$ cat config.mk
export PLATFORM = sky130hd
export DESIGN_NAME = frame_cmd_writer_flat
export DESIGN_NICKNAME = d
export VERILOG_FILES = /design/src/rtl/frame_cmd_writer_pkg.sv /design/src/rtl/frame_cmd_writer_if.sv /design/src/rtl/frame_cmd_writer_sweeper.sv /design/src/rtl/frame_cmd_writer.sv /design/src/flat_wrapper.sv
export SDC_FILE = /design/constraint.sdc
export NUM_CORES = 1
export LEC_CHECK = 0
export CAP_MARGIN = 20
export CORE_ASPECT_RATIO = 0.7
export CORE_MARGIN = 10
export CORE_UTILIZATION = 51
export CTS_CLUSTER_DIAMETER = 40
export DETAILED_ROUTE_END_ITERATION = 7
export HOLD_SLACK_MARGIN = 0.15
export PLACE_DENSITY = 0.72
export REMOVE_ABC_BUFFERS = 1
export SYNTH_ARGS = -nofsm -noshare
export SYNTH_HDL_FRONTEND = slang
export SYNTH_SLANG_ARGS = --single-unit
$ cat constraint.sdc
create_clock -name clk_in -period 2.2 [get_ports clk_in]
set_input_delay 0.22 -clock clk_in [delete_from_list [all_inputs] [get_ports clk_in]]
set_output_delay 0.22 -clock clk_in [all_outputs]
set_load 0.02 [all_outputs]
$ cat src/rtl/frame_cmd_writer_pkg.sv
// ----------------------------------------------------------------------------
// ctrl_cmd_pkg
// Shared definitions for frame_cmd_writer: the controller state encoding,
// the single-character opcodes and the frame-size helper.
// ----------------------------------------------------------------------------
package ctrl_cmd_pkg;

  typedef enum logic [2:0] {
    IDLE,
    ROW_SEL,
    ROW_DATA,
    BRIGHT,
    RGB,
    FILL_COLOR,
    SWEEP
  } ctrl_state_t;

  localparam logic [7:0] OPC_ROW    = 8'h4C;  // 'L'
  localparam logic [7:0] OPC_BRIGHT = 8'h62;  // 'b'
  localparam logic [7:0] OPC_RGB    = 8'h72;  // 'r'
  localparam logic [7:0] OPC_CLEAR  = 8'h63;  // 'c'
  localparam logic [7:0] OPC_FILL   = 8'h66;  // 'f'

  function automatic int frame_bytes(input int cols, input int rows, input int bpp);
    return cols * rows * bpp;
  endfunction

  function automatic logic is_opcode(input logic [7:0] b);
    return (b == OPC_ROW) || (b == OPC_BRIGHT) || (b == OPC_RGB) ||
           (b == OPC_CLEAR) || (b == OPC_FILL);
  endfunction

endpackage

$ cat src/rtl/frame_cmd_writer_if.sv
// ----------------------------------------------------------------------------
// frame_cmd_writer_if
// Byte-stream input and byte-wide frame-buffer RAM port of frame_cmd_writer.
//   data_rx / data_valid          : received byte and its one-cycle strobe
//   ram_address / ram_data_out    : RAM write address and data
//   ram_write_enable              : one-cycle write strobe
//   ram_clk_enable                : RAM clock enable (controller not idle)
// master = the controller, slave = byte source / RAM side.
// ----------------------------------------------------------------------------
interface frame_cmd_writer_if #(
  parameter int ADDR_W = 12
);
  logic [7:0]        data_rx;
  logic              data_valid;
  logic [ADDR_W-1:0] ram_address;
  logic [7:0]        ram_data_out;
  logic              ram_write_enable;
  logic              ram_clk_enable;

  modport master (
    input  data_rx, data_valid,
    output ram_address, ram_data_out, ram_write_enable, ram_clk_enable
  );

  modport slave (
    output data_rx, data_valid,
    input  ram_address, ram_data_out, ram_write_enable, ram_clk_enable
  );
endinterface

$ cat src/rtl/frame_cmd_writer_sweeper.sv
// ----------------------------------------------------------------------------
// frame_sweeper
// Writes one colour over the whole frame buffer, one byte per clock.
//   clk_in, reset (sync, active-low)
//   start_i  : begin a sweep, colour taken from color_i (first byte in MSBs)
//   busy_o   : high for exactly FRAME_BYTES cycles, one write per cycle
//   last_o   : high during the final write cycle
//   addr_o / data_o : write address and colour byte for address mod BPP
// ----------------------------------------------------------------------------
module frame_sweeper #(
  parameter int FRAME_BYTES     = 4096,
  parameter int BYTES_PER_PIXEL = 2,
  parameter int ADDR_W          = 12
) (
  input  logic                           clk_in,
  input  logic                           reset,
  input  logic                           start_i,
  input  logic [8*BYTES_PER_PIXEL-1:0]   color_i,
  output logic                           busy_o,
  output logic                           last_o,
  output logic [ADDR_W-1:0]              addr_o,
  output logic [7:0]                     data_o
);
  localparam int AW1   = ADDR_W + 1;
  localparam int SEL_W = (BYTES_PER_PIXEL > 1) ? $clog2(BYTES_PER_PIXEL) : 1;
  localparam logic [AW1-1:0] LAST_ADDR = AW1'(FRAME_BYTES - 1);

  logic                         busy_q;
  logic [AW1-1:0]               addr_q;
  logic [SEL_W-1:0]             sel_q;
  logic [8*BYTES_PER_PIXEL-1:0] color_q;

  // Extra address bit keeps the end-of-frame compare free of wrap-around.
  assign last_o = busy_q && (addr_q == LAST_ADDR);
  assign busy_o = busy_q;
  assign addr_o = addr_q[ADDR_W-1:0];

  // sel_q tracks address mod BPP without a divider; byte 0 is the MSB byte.
  always_comb begin
    data_o = '0;
    for (int k = 0; k < BYTES_PER_PIXEL; k++) begin
      if (sel_q == SEL_W'(k)) data_o = color_q[8*(BYTES_PER_PIXEL-1-k) +: 8];
    end
  end

  always_ff @(posedge clk_in) begin
    if (!reset) begin
      busy_q  <= 1'b0;
      addr_q  <= '0;
      sel_q   <= '0;
      color_q <= '0;
    end else if (start_i && !busy_q) begin
      busy_q  <= 1'b1;
      addr_q  <= '0;
      sel_q   <= '0;
      color_q <= color_i;
    end else if (busy_q) begin
      if (last_o) begin
        busy_q <= 1'b0;
      end else begin
        addr_q <= addr_q + 1'b1;
        sel_q  <= (sel_q == SEL_W'(BYTES_PER_PIXEL - 1)) ? '0 : sel_q + 1'b1;
      end
    end
  end
endmodule

$ cat src/rtl/frame_cmd_writer.sv
// ----------------------------------------------------------------------------
// frame_cmd_writer
// Decodes single-character opcodes from a byte stream and writes the frame
// buffer: row loads ('L'), brightness ('b'), RGB enables ('r'), clear ('c')
// and fill ('f') sweeps, with inter-byte timeout and sticky overrun flag.
// Ports:
//   clk_in, reset (sync, active-low)
//   bus               : frame_cmd_writer_if.master (byte stream + RAM port)
//   rgb_enable        : colour-channel enables (reset 3'b111)
//   brightness_enable : brightness plane mask (reset all ones)
//   busy              : clear/fill sweep in progress
//   overrun           : sticky, byte received during a sweep
//   timeout           : one-cycle pulse when a command is abandoned
// Optional (macro CTRL_CMD_STATS_EN):
//   num_commands_processed : completed commands, wraps
//   num_invalid            : ignored opcodes, saturates at 255
// ----------------------------------------------------------------------------
module frame_cmd_writer
  import ctrl_cmd_pkg::*;
#(
  parameter int COLS             = 64,
  parameter int ROWS             = 32,
  parameter int BYTES_PER_PIXEL  = 2,
  parameter int BRIGHTNESS_BITS  = 6,
  parameter int RX_TIMEOUT_TICKS = 65535,
  parameter int ADDR_W           = $clog2(COLS*ROWS*BYTES_PER_PIXEL)
) (
  input  logic                       clk_in,
  input  logic                       reset,
  frame_cmd_writer_if.master         bus,
  output logic [2:0]                 rgb_enable,
  output logic [BRIGHTNESS_BITS-1:0] brightness_enable,
  output logic                       busy,
  output logic                       overrun,
  output logic                       timeout
`ifdef CTRL_CMD_STATS_EN
  ,
  output logic [7:0]                 num_commands_processed,
  output logic [7:0]                 num_invalid
`endif
);
  localparam int FRAME_BYTES = frame_bytes(COLS, ROWS, BYTES_PER_PIXEL);
  localparam int ROW_BYTES   = COLS * BYTES_PER_PIXEL;
  localparam int AW1         = ADDR_W + 1;
  localparam int CW          = 8 * BYTES_PER_PIXEL;
  localparam int IDX_W       = $clog2(ROW_BYTES + 1);
  localparam int FIDX_W      = $clog2(BYTES_PER_PIXEL + 1);
  localparam int TO_W        = $clog2(RX_TIMEOUT_TICKS + 2);

  ctrl_state_t                state_q;
  logic [AW1-1:0]             base_q;
  logic [IDX_W-1:0]           idx_q;
  logic [FIDX_W-1:0]          fidx_q;
  logic [CW-1:0]              fill_q;
  logic [TO_W-1:0]            idle_q;
  logic                       row_we_q;
  logic [ADDR_W-1:0]          row_addr_q;
  logic [7:0]                 row_data_q;
  logic [2:0]                 rgb_q;
  logic [BRIGHTNESS_BITS-1:0] bright_q;
  logic                       overrun_q;
  logic                       timeout_q;

  logic                       sweep_start_d;
  logic [CW-1:0]              sweep_color_d;
  logic [CW-1:0]              fill_shift;
  logic [AW1-1:0]             row_base;
  logic [AW1-1:0]             row_full;
  logic                       to_hit;
  int                         row_c;

  logic                       sw_busy;
  logic                       sw_last;
  logic [ADDR_W-1:0]          sw_addr;
  logic [7:0]                 sw_data;

  assign fill_shift = (fill_q << 8) | CW'(bus.data_rx);
  assign row_full   = base_q + AW1'(idx_q);
  assign to_hit     = (RX_TIMEOUT_TICKS != 0) && (idle_q == TO_W'(RX_TIMEOUT_TICKS - 1));

  always_comb begin
    row_c    = (int'(bus.data_rx) >= ROWS) ? ROWS - 1 : int'(bus.data_rx);
    row_base = AW1'(row_c * ROW_BYTES);
  end

  // Sweep launch is decoded combinationally so the sweeper's first write
  // lines up with the controller entering SWEEP.
  always_comb begin
    sweep_start_d = 1'b0;
    sweep_color_d = '0;
    if (bus.data_valid) begin
      if (state_q == IDLE && bus.data_rx == OPC_CLEAR) begin
        sweep_start_d = 1'b1;
      end
      if (state_q == FILL_COLOR && fidx_q == FIDX_W'(BYTES_PER_PIXEL - 1)) begin
        sweep_start_d = 1'b1;
        sweep_color_d = fill_shift;
      end
    end
  end

  frame_sweeper #(
    .FRAME_BYTES    (FRAME_BYTES),
    .BYTES_PER_PIXEL(BYTES_PER_PIXEL),
    .ADDR_W         (ADDR_W)
  ) u_sweeper (
    .clk_in (clk_in),
    .reset  (reset),
    .start_i(sweep_start_d),
    .color_i(sweep_color_d),
    .busy_o (sw_busy),
    .last_o (sw_last),
    .addr_o (sw_addr),
    .data_o (sw_data)
  );

  always_ff @(posedge clk_in) begin
    if (!reset) begin
      state_q    <= IDLE;
      base_q     <= '0;
      idx_q      <= '0;
      fidx_q     <= '0;
      fill_q     <= '0;
      idle_q     <= '0;
      row_we_q   <= 1'b0;
      row_addr_q <= '0;
      row_data_q <= '0;
      rgb_q      <= 3'b111;
      bright_q   <= '1;
      overrun_q  <= 1'b0;
      timeout_q  <= 1'b0;
    end else begin
      row_we_q  <= 1'b0;
      timeout_q <= 1'b0;
      case (state_q)
        IDLE: begin
          idle_q <= '0;
          if (bus.data_valid) begin
            case (bus.data_rx)
              OPC_ROW:    state_q <= ROW_SEL;
              OPC_BRIGHT: state_q <= BRIGHT;
              OPC_RGB:    state_q <= RGB;
              OPC_CLEAR:  state_q <= SWEEP;
              OPC_FILL: begin
                state_q <= FILL_COLOR;
                fidx_q  <= '0;
              end
              default: ;
            endcase
          end
        end
        SWEEP: begin
          // Bytes arriving mid-sweep are dropped.
          if (bus.data_valid) overrun_q <= 1'b1;
          if (sw_last) state_q <= IDLE;
        end
        default: begin
          // Argument-collecting states; a byte on the expiry cycle wins.
          if (bus.data_valid) begin
            idle_q <= '0;
            case (state_q)
              ROW_SEL: begin
                base_q  <= row_base;
                idx_q   <= '0;
                state_q <= ROW_DATA;
              end
              ROW_DATA: begin
                if (row_full < AW1'(FRAME_BYTES)) begin
                  row_we_q   <= 1'b1;
                  row_addr_q <= row_full[ADDR_W-1:0];
                  row_data_q <= bus.data_rx;
                end
                if (idx_q == IDX_W'(ROW_BYTES - 1)) state_q <= IDLE;
                else                                idx_q   <= idx_q + 1'b1;
              end
              BRIGHT: begin
                bright_q <= BRIGHTNESS_BITS'(bus.data_rx);
                state_q  <= IDLE;
              end
              RGB: begin
                rgb_q   <= bus.data_rx[2:0];
                state_q <= IDLE;
              end
              FILL_COLOR: begin
                fill_q <= fill_shift;
                if (fidx_q == FIDX_W'(BYTES_PER_PIXEL - 1)) state_q <= SWEEP;
                else                                         fidx_q  <= fidx_q + 1'b1;
              end
              default: state_q <= IDLE;
            endcase
          end else if (to_hit) begin
            timeout_q <= 1'b1;
            idle_q    <= '0;
            state_q   <= IDLE;
          end else if (RX_TIMEOUT_TICKS != 0) begin
            idle_q <= idle_q + TO_W'(1);
          end
        end
      endcase
    end
  end

  assign bus.ram_write_enable = row_we_q | sw_busy;
  assign bus.ram_address      = sw_busy ? sw_addr : row_addr_q;
  assign bus.ram_data_out     = sw_busy ? sw_data : row_data_q;
  // row_we_q keeps the RAM clocked for the final row write after IDLE.
  assign bus.ram_clk_enable   = (state_q != IDLE) | row_we_q;

  assign rgb_enable        = rgb_q;
  assign brightness_enable = bright_q;
  assign busy              = sw_busy;
  assign overrun           = overrun_q;
  assign timeout           = timeout_q;

`ifdef CTRL_CMD_STATS_EN
  logic       cmd_done;
  logic       opc_invalid;
  logic [7:0] ncmd_q;
  logic [7:0] ninv_q;

  always_comb begin
    cmd_done    = 1'b0;
    opc_invalid = 1'b0;
    if (state_q == SWEEP) begin
      cmd_done = sw_last;
    end else if (bus.data_valid) begin
      case (state_q)
        IDLE:        opc_invalid = !is_opcode(bus.data_rx);
        ROW_DATA:    cmd_done    = (idx_q == IDX_W'(ROW_BYTES - 1));
        BRIGHT, RGB: cmd_done    = 1'b1;
        default: ;
      endcase
    end
  end

  always_ff @(posedge clk_in) begin
    if (!reset) begin
      ncmd_q <= '0;
      ninv_q <= '0;
    end else begin
      if (cmd_done)                        ncmd_q <= ncmd_q + 1'b1;
      if (opc_invalid && ninv_q != 8'hFF)  ninv_q <= ninv_q + 1'b1;
    end
  end

  assign num_commands_processed = ncmd_q;
  assign num_invalid            = ninv_q;
`endif
endmodule

$ cat src/flat_wrapper.sv
// flat-port wrapper written by rule: the top's interface ports become plain ports
module frame_cmd_writer_flat import ctrl_cmd_pkg::*;
#(
  parameter int COLS             = 64,
  parameter int ROWS             = 32,
  parameter int BYTES_PER_PIXEL  = 2,
  parameter int BRIGHTNESS_BITS  = 6,
  parameter int RX_TIMEOUT_TICKS = 65535,
  parameter int ADDR_W           = $clog2(COLS*ROWS*BYTES_PER_PIXEL)
)
  (clk_in, reset, rgb_enable, brightness_enable, busy, overrun, timeout, bus_data_rx, bus_data_valid, bus_ram_address, bus_ram_data_out, bus_ram_write_enable, bus_ram_clk_enable);
  frame_cmd_writer_if #(.ADDR_W(ADDR_W)) bus_i ();
  input  logic clk_in;
  input  logic reset;
  output logic [2:0] rgb_enable;
  output logic [BRIGHTNESS_BITS-1:0] brightness_enable;
  output logic busy;
  output logic overrun;
  output logic timeout;
  input wire logic [$bits(bus_i.data_rx)-1:0] bus_data_rx;
  input wire logic [$bits(bus_i.data_valid)-1:0] bus_data_valid;
  output wire logic [$bits(bus_i.ram_address)-1:0] bus_ram_address;
  output wire logic [$bits(bus_i.ram_data_out)-1:0] bus_ram_data_out;
  output wire logic [$bits(bus_i.ram_write_enable)-1:0] bus_ram_write_enable;
  output wire logic [$bits(bus_i.ram_clk_enable)-1:0] bus_ram_clk_enable;
  assign bus_i.data_rx = bus_data_rx;
  assign bus_i.data_valid = bus_data_valid;
  assign bus_ram_address = bus_i.ram_address;
  assign bus_ram_data_out = bus_i.ram_data_out;
  assign bus_ram_write_enable = bus_i.ram_write_enable;
  assign bus_ram_clk_enable = bus_i.ram_clk_enable;
  frame_cmd_writer #(.COLS(COLS), .ROWS(ROWS), .BYTES_PER_PIXEL(BYTES_PER_PIXEL), .BRIGHTNESS_BITS(BRIGHTNESS_BITS), .RX_TIMEOUT_TICKS(RX_TIMEOUT_TICKS), .ADDR_W(ADDR_W)) u_core (.clk_in(clk_in), .reset(reset), .bus(bus_i), .rgb_enable(rgb_enable), .brightness_enable(brightness_enable), .busy(busy), .overrun(overrun), .timeout(timeout));
endmodule
* Word level (Yosys, flattened, before mapping)
Cells that the tools add are included.
Widths: inputs -> output; s select.
** Storage, ports and cells
- Register bits after elaboration :: 107
- Input port bits :: 11
** Operators by class
- Add/subtract/negate cells :: 6
- Reduce and logical (&&, ||, !) cells :: 24
- Bitwise gates (word level) :: 9
- Magnitude comparators :: 2
- Equal/unequal tests :: 23
- Muxes and demuxes :: 35
** Operators by type and width (count)
- $eq 8x7->1 const B :: 6
- $mux 17 :: 2
- $pmux 17 s2 :: 1
- $mux 16 :: 2
- $mux 8 :: 3
- $mux 3 :: 6
- $add 17x1->17 const B :: 1
- $eq 17x16->1 const B :: 1
- $or 16x8->16 :: 1
- $pmux 8 s2 :: 1
- $pmux 3 s5 :: 1
- $add 13x1->13 const B :: 1
- $add 13x8->13 :: 1
- $eq 13x12->1 const B :: 1
- $lt 13x13->1 const B :: 1
- $mux 12 :: 1
- $reduce_and 3->1 :: 4
- $mux 2 :: 5
- $eq 3x3->1 const B :: 3
- $mux 1 :: 9
- $pmux 3 s3 :: 1
- $add 8x1->8 const B :: 1
- $ge 8x6->1 const B :: 1
- $reduce_and 4->1 :: 2
- other kinds (26) :: 43

* Depth between registers and ports, before layout
- Depth in word-level cells :: 7
- Gate-level depth with buffers :: 9

* Cells and area by module
Synthesis repeated with hierarchy kept, for this count alone.
** Second synthesis, totals
- Cells, all modules :: 624
- Area total of the unflattened synthesis :: 5376.4 um^2
** Modules (own cells, without submodules)
- frame_cmd_writer :: area an instance 3891.2 um^2, times used 1, cells each 450
- frame_sweeper :: area an instance 1485.2 um^2, times used 1, cells each 174

* Least setup slack after synthesis
OpenSTA, ideal clock, no wires.
- Path kind :: reg-to-output
- From :: reg u_core.u_sweeper.busy_q, in the netlist u_core.u_sweeper.busy_o
- To :: out bus_ram_data_out[5]
- Setup slack :: 206 ps
- Arrival :: 1774 ps
- Cell stages (with the launch flop) :: 6
- Path buffers :: 3
- Path through :: dfxtp_1 clkbuf_1 clkbuf_1 clkbuf_1 nor2_1 a21oi_1
** On the way
- Word-level cells in the longest chain between the ends :: 1
** RTL lines
- start, declared :: line frame_cmd_writer_sweeper.sv:28 : logic busy_q;
- start signal, assigned :: line frame_cmd_writer_sweeper.sv:48 : busy_q <= 1'b0;
- start signal, assigned :: line frame_cmd_writer_sweeper.sv:53 : busy_q <= 1'b1;
- start signal, assigned :: line frame_cmd_writer_sweeper.sv:59 : busy_q <= 1'b0;
- $mux 8 :: line frame_cmd_writer.sv:205 : assign bus.ram_data_out = sw_busy ? sw_data : row_data_q;
- end, declared :: line flat_wrapper.sv:23 : output wire logic [$bits(bus_i.ram_data_out)-1:0] bus_ram_data_out;
Every way passes these cells.

* Worst setup path in the final report
- From :: reg u_core.state_q[2]
- To :: out bus_ram_clk_enable
** On the way
- Word-level cells in the longest chain between the ends :: 2
** RTL lines
- start, declared :: line frame_cmd_writer.sv:50 : ctrl_state_t state_q;
- start signal, assigned :: line frame_cmd_writer.sv:119 : state_q <= IDLE;
- start signal, assigned :: line frame_cmd_writer.sv:140 : OPC_ROW: state_q <= ROW_SEL;
- start signal, assigned :: line frame_cmd_writer.sv:141 : OPC_BRIGHT: state_q <= BRIGHT;
- $reduce_bool 3->1 :: line frame_cmd_writer.sv:207 : assign bus.ram_clk_enable = (state_q != IDLE) | row_we_q;
- $or 1x1->1 :: line frame_cmd_writer.sv:207
- end, declared :: line flat_wrapper.sv:25 : output wire logic [$bits(bus_i.ram_clk_enable)-1:0] bus_ram_clk_enable;
Every way passes these cells.

==> qor.yml <==
synthesis:
  synthCells: 553
  synth_edf_count: 0
  synthTopCellsByArea: "dfxtp_1 (43%), mux2i_1 (7.8%), nor2_1 (4.8%)"
  synth_flop_cell: "dfxtp_1"
  ys_ff_latch: 107
  syn_avg_cell_area_um2: 9.08
  synth_top_area_frac: 0.426
  yosysWarnings: 0
  yosys.cell_types.count: 62
  synth_largest_area_cell: "dfxtp_1"
  async_flop_share: 0
  synth_area_um2: 5020
  seq_area_frac_synth: 0.426
hold_path:
  worstHoldEndpoint: "u_core.fill_q[7]"
  hp-start: "u_core.fill_q[7]"
  min_path_cells: 2
  worstHoldPathType: "reg -> reg"
global_route:
  grt_pass1_wl_um: 20900
  antenna_found_initial: 0
  grt.total_usage: 0.175
  grt_max_degree: 35
  grt-ovfl-total: 0
  grt_pass1_vias: 4131
finish:
  final_common_cell: "dfxtp_1"
  final_cell_area_um2: 6000
  final_cell_mix: "dfxtp_1 (107), nor2_1 (64), nand2_1 (50)"
  multi_input_area_um2: 2700
  diodes: 0
  drive_above_1_share: 0.128
  syn2layout_area_growth_pct: 19.5
  final_nets: 624
  ff_latch_area_um2: 2140
  fillers: 790
sta:
  clock_skew_ps: 6.89
  worst_slew_pin_slew_ps: 749
  period_share: 0.977
  hold_violations: 0
  setup_viol: 0
  fin_crit_ps: 2150
  finalSetupTns_ps: 0
  slew_headroom: 0.500
  hold_slack_ps: 464
  drv_slew: 0
  rsz0062_at_grt: "false"
  timing.fmax_ghz: 0.465
placement:
  io_buffers: 44
  hpwl_um: 9090
  post_dp_cell_area_um2: 5710
  gp_congestion: 0.884
worst_setup_path:
  reg2reg_setup_slack_ps: 190
  worstPathCellList: "nor3_1 > buf_4 > nand2b_1 > clkdlybuf4s50_1"
  crit_slowest_cell: "dfxtp_1"
  r2r-start: "u_core.state_q[2]"
  reg2reg_depth: 6
  path_buf_inv: 2
  cp-end-kind: "primary output"
  crit_type: "reg -> out"
  cp_top_family: "buffers and inverters"
  critPathLaunchType: "flop"
  crit_fanout: 14
  worst_ep_arrival_time_ps: 1930
  slowest_delay_ps: 610
  crit_required_ps: 1980
  r2r_end: "u_core.state_q[2]"
  cp_num_cells: 4
  worst_setup_path_startpoint: "u_core.state_q[2]"
clock_network:
  insertion_delay_ps: 350
  cts-resized-gates: 0
  cts_max_path_buffers: 2
  clockRootBuffer: "clkbuf_16"
  postCtsSetupRepairBufs: 0
  clock-sinks: 107
  holdBufCountCts: 0
  ctsHtreeMaxLevel: 3
  clkTransAtPathRegs_ps: 70
  numCtsBuffers: 9
  tritoncts: "done"
floorplanning:
  io_pins: 45
  core_um2: 9650
  start_util: 0.521
  fp.dieH_um: 103
  dieArea_um2: 14300
  die_x_um: 139
  rows: 30
power_and_ir_drop:
  p_leak_nw: 2.38
  ir_drop_v: 0.000570
  cellPowerDensity_nw_per_um2: 774
routing:
  viasPerCell: 5.93
  routed_wl_um: 12800
  antenna_left: 0
  vias: 4384
  dr.pass1.iters: 5
  first_iter_violations: 330
  drc: 0
  routedWlPerCell_um: 17.3
job:
  maxCapViolations: 0
status:
  status: "finished, final reports clean"
-- how the worst max path moves through the flow --
stage | to | slack (ps)
floorplan | u_core.row_addr_q[0] | 30
global placement | u_core.state_q[2] | 90
detailed placement | u_core.state_q[1] | 50
CTS | bus_ram_data_out[5] | 30
global route | bus_ram_clk_enable | 3
finish | bus_ram_clk_enable | 50
-- cell usage after synthesis (all sizes together), types with 4 or more instances --
cell type / count
nor2: 67
nand2b: 4
or2: 4
a311oi: 4
o211ai: 5
buf: 12
nor3: 17
nor3b: 5
mux2: 12
and3: 8
a31oi: 4
clkbuf: 22
nand2: 50
ha: 7
xnor2: 12
a21oi: 37
nor4: 5
inv: 5
a22o: 16
nand4: 15
nand3: 18
nand3b: 5
o21ai: 11
or3: 5
o221a: 9
dfxtp: 107
xor2: 9
mux2i: 39
-- flip-flops by register name, summed over array words and instances, names as in the netlist, 2 cells and up --
register	cells
u_core.base_q	6
u_core.brightness_enable	6
u_core.fidx_q	2
u_core.fill_q	8
u_core.idle_q	17
u_core.idx_q	8
u_core.rgb_enable	3
u_core.row_addr_q	12
u_core.row_data_q	8
u_core.state_q	3
u_core.u_sweeper.addr_q	13
u_core.u_sweeper.color_q	16
-- cells by family after synthesis --
family | count (synthesis) | synth area share
adder cells (fa/ha/maj) | 7 | 0.0174
AND/OR/NAND/NOR | 219 | 0.224
multiplexers | 51 | 0.105
XOR/XNOR | 21 | 0.0366
flip-flops | 107 | 0.426
buffers and inverters | 39 | 0.0364
AO/OA/AOI/OAI | 109 | 0.155
-- final cells by class --
cell class / count / share of cell area
clock buffer: 10 / 0.0398
tap: 128 / 0.0267
multi-input combinational: 407 / 0.450
timing repair buffer: 76 / 0.116
sequential: 107 / 0.357
inverter: 5 / 0.00313
clock inverter: 6 / 0.00813
-- metal layers --
layer | track usage | vias to the layer above | wire (um)
met1 | 0.230 | 2099 | 6060
met5 | 0 | - | 0
li1 | - | 2121 | -
met3 | 0.0543 | 25 | 842
met2 | 0.277 | 139 | 5710
met4 | 0.0416 | 0 | 171
-- worst reg2reg max path: cells and delay by family, from the launching register on --
kind	cells	cell delay (ps)
AOI/OAI and AO/OA	3	620
buffers and inverters	1	160
and+or+nand+nor	2	530
DFF	1	610
-- where the power goes --
group	switching, mW	total (mW)	leakage (nW)	internal [mW]
clock network	0.758	1.57	0.143	0.812
registers	0.101	2.10	0.863	2.00
logic	0.556	0.976	1.38	0.420
-- per-stage QoR --
stage / setup WS [ps] / utilization / cells / power, mW
final: 51.2 / 0.622 / 739 / 4.65
after floorplan: 33.4 / - / 519 / 2.70
after detailed placement: 54.4 / 0.592 / 723 / 3.09
after CTS: 27.8 / 0.622 / 739 / 4.65
after global placement: 87.3 / 0.592 / 723 / 3.07
after global routing: 2.62 / 0.622 / 739 / 4.80
(Power assumes the default switching activity.)
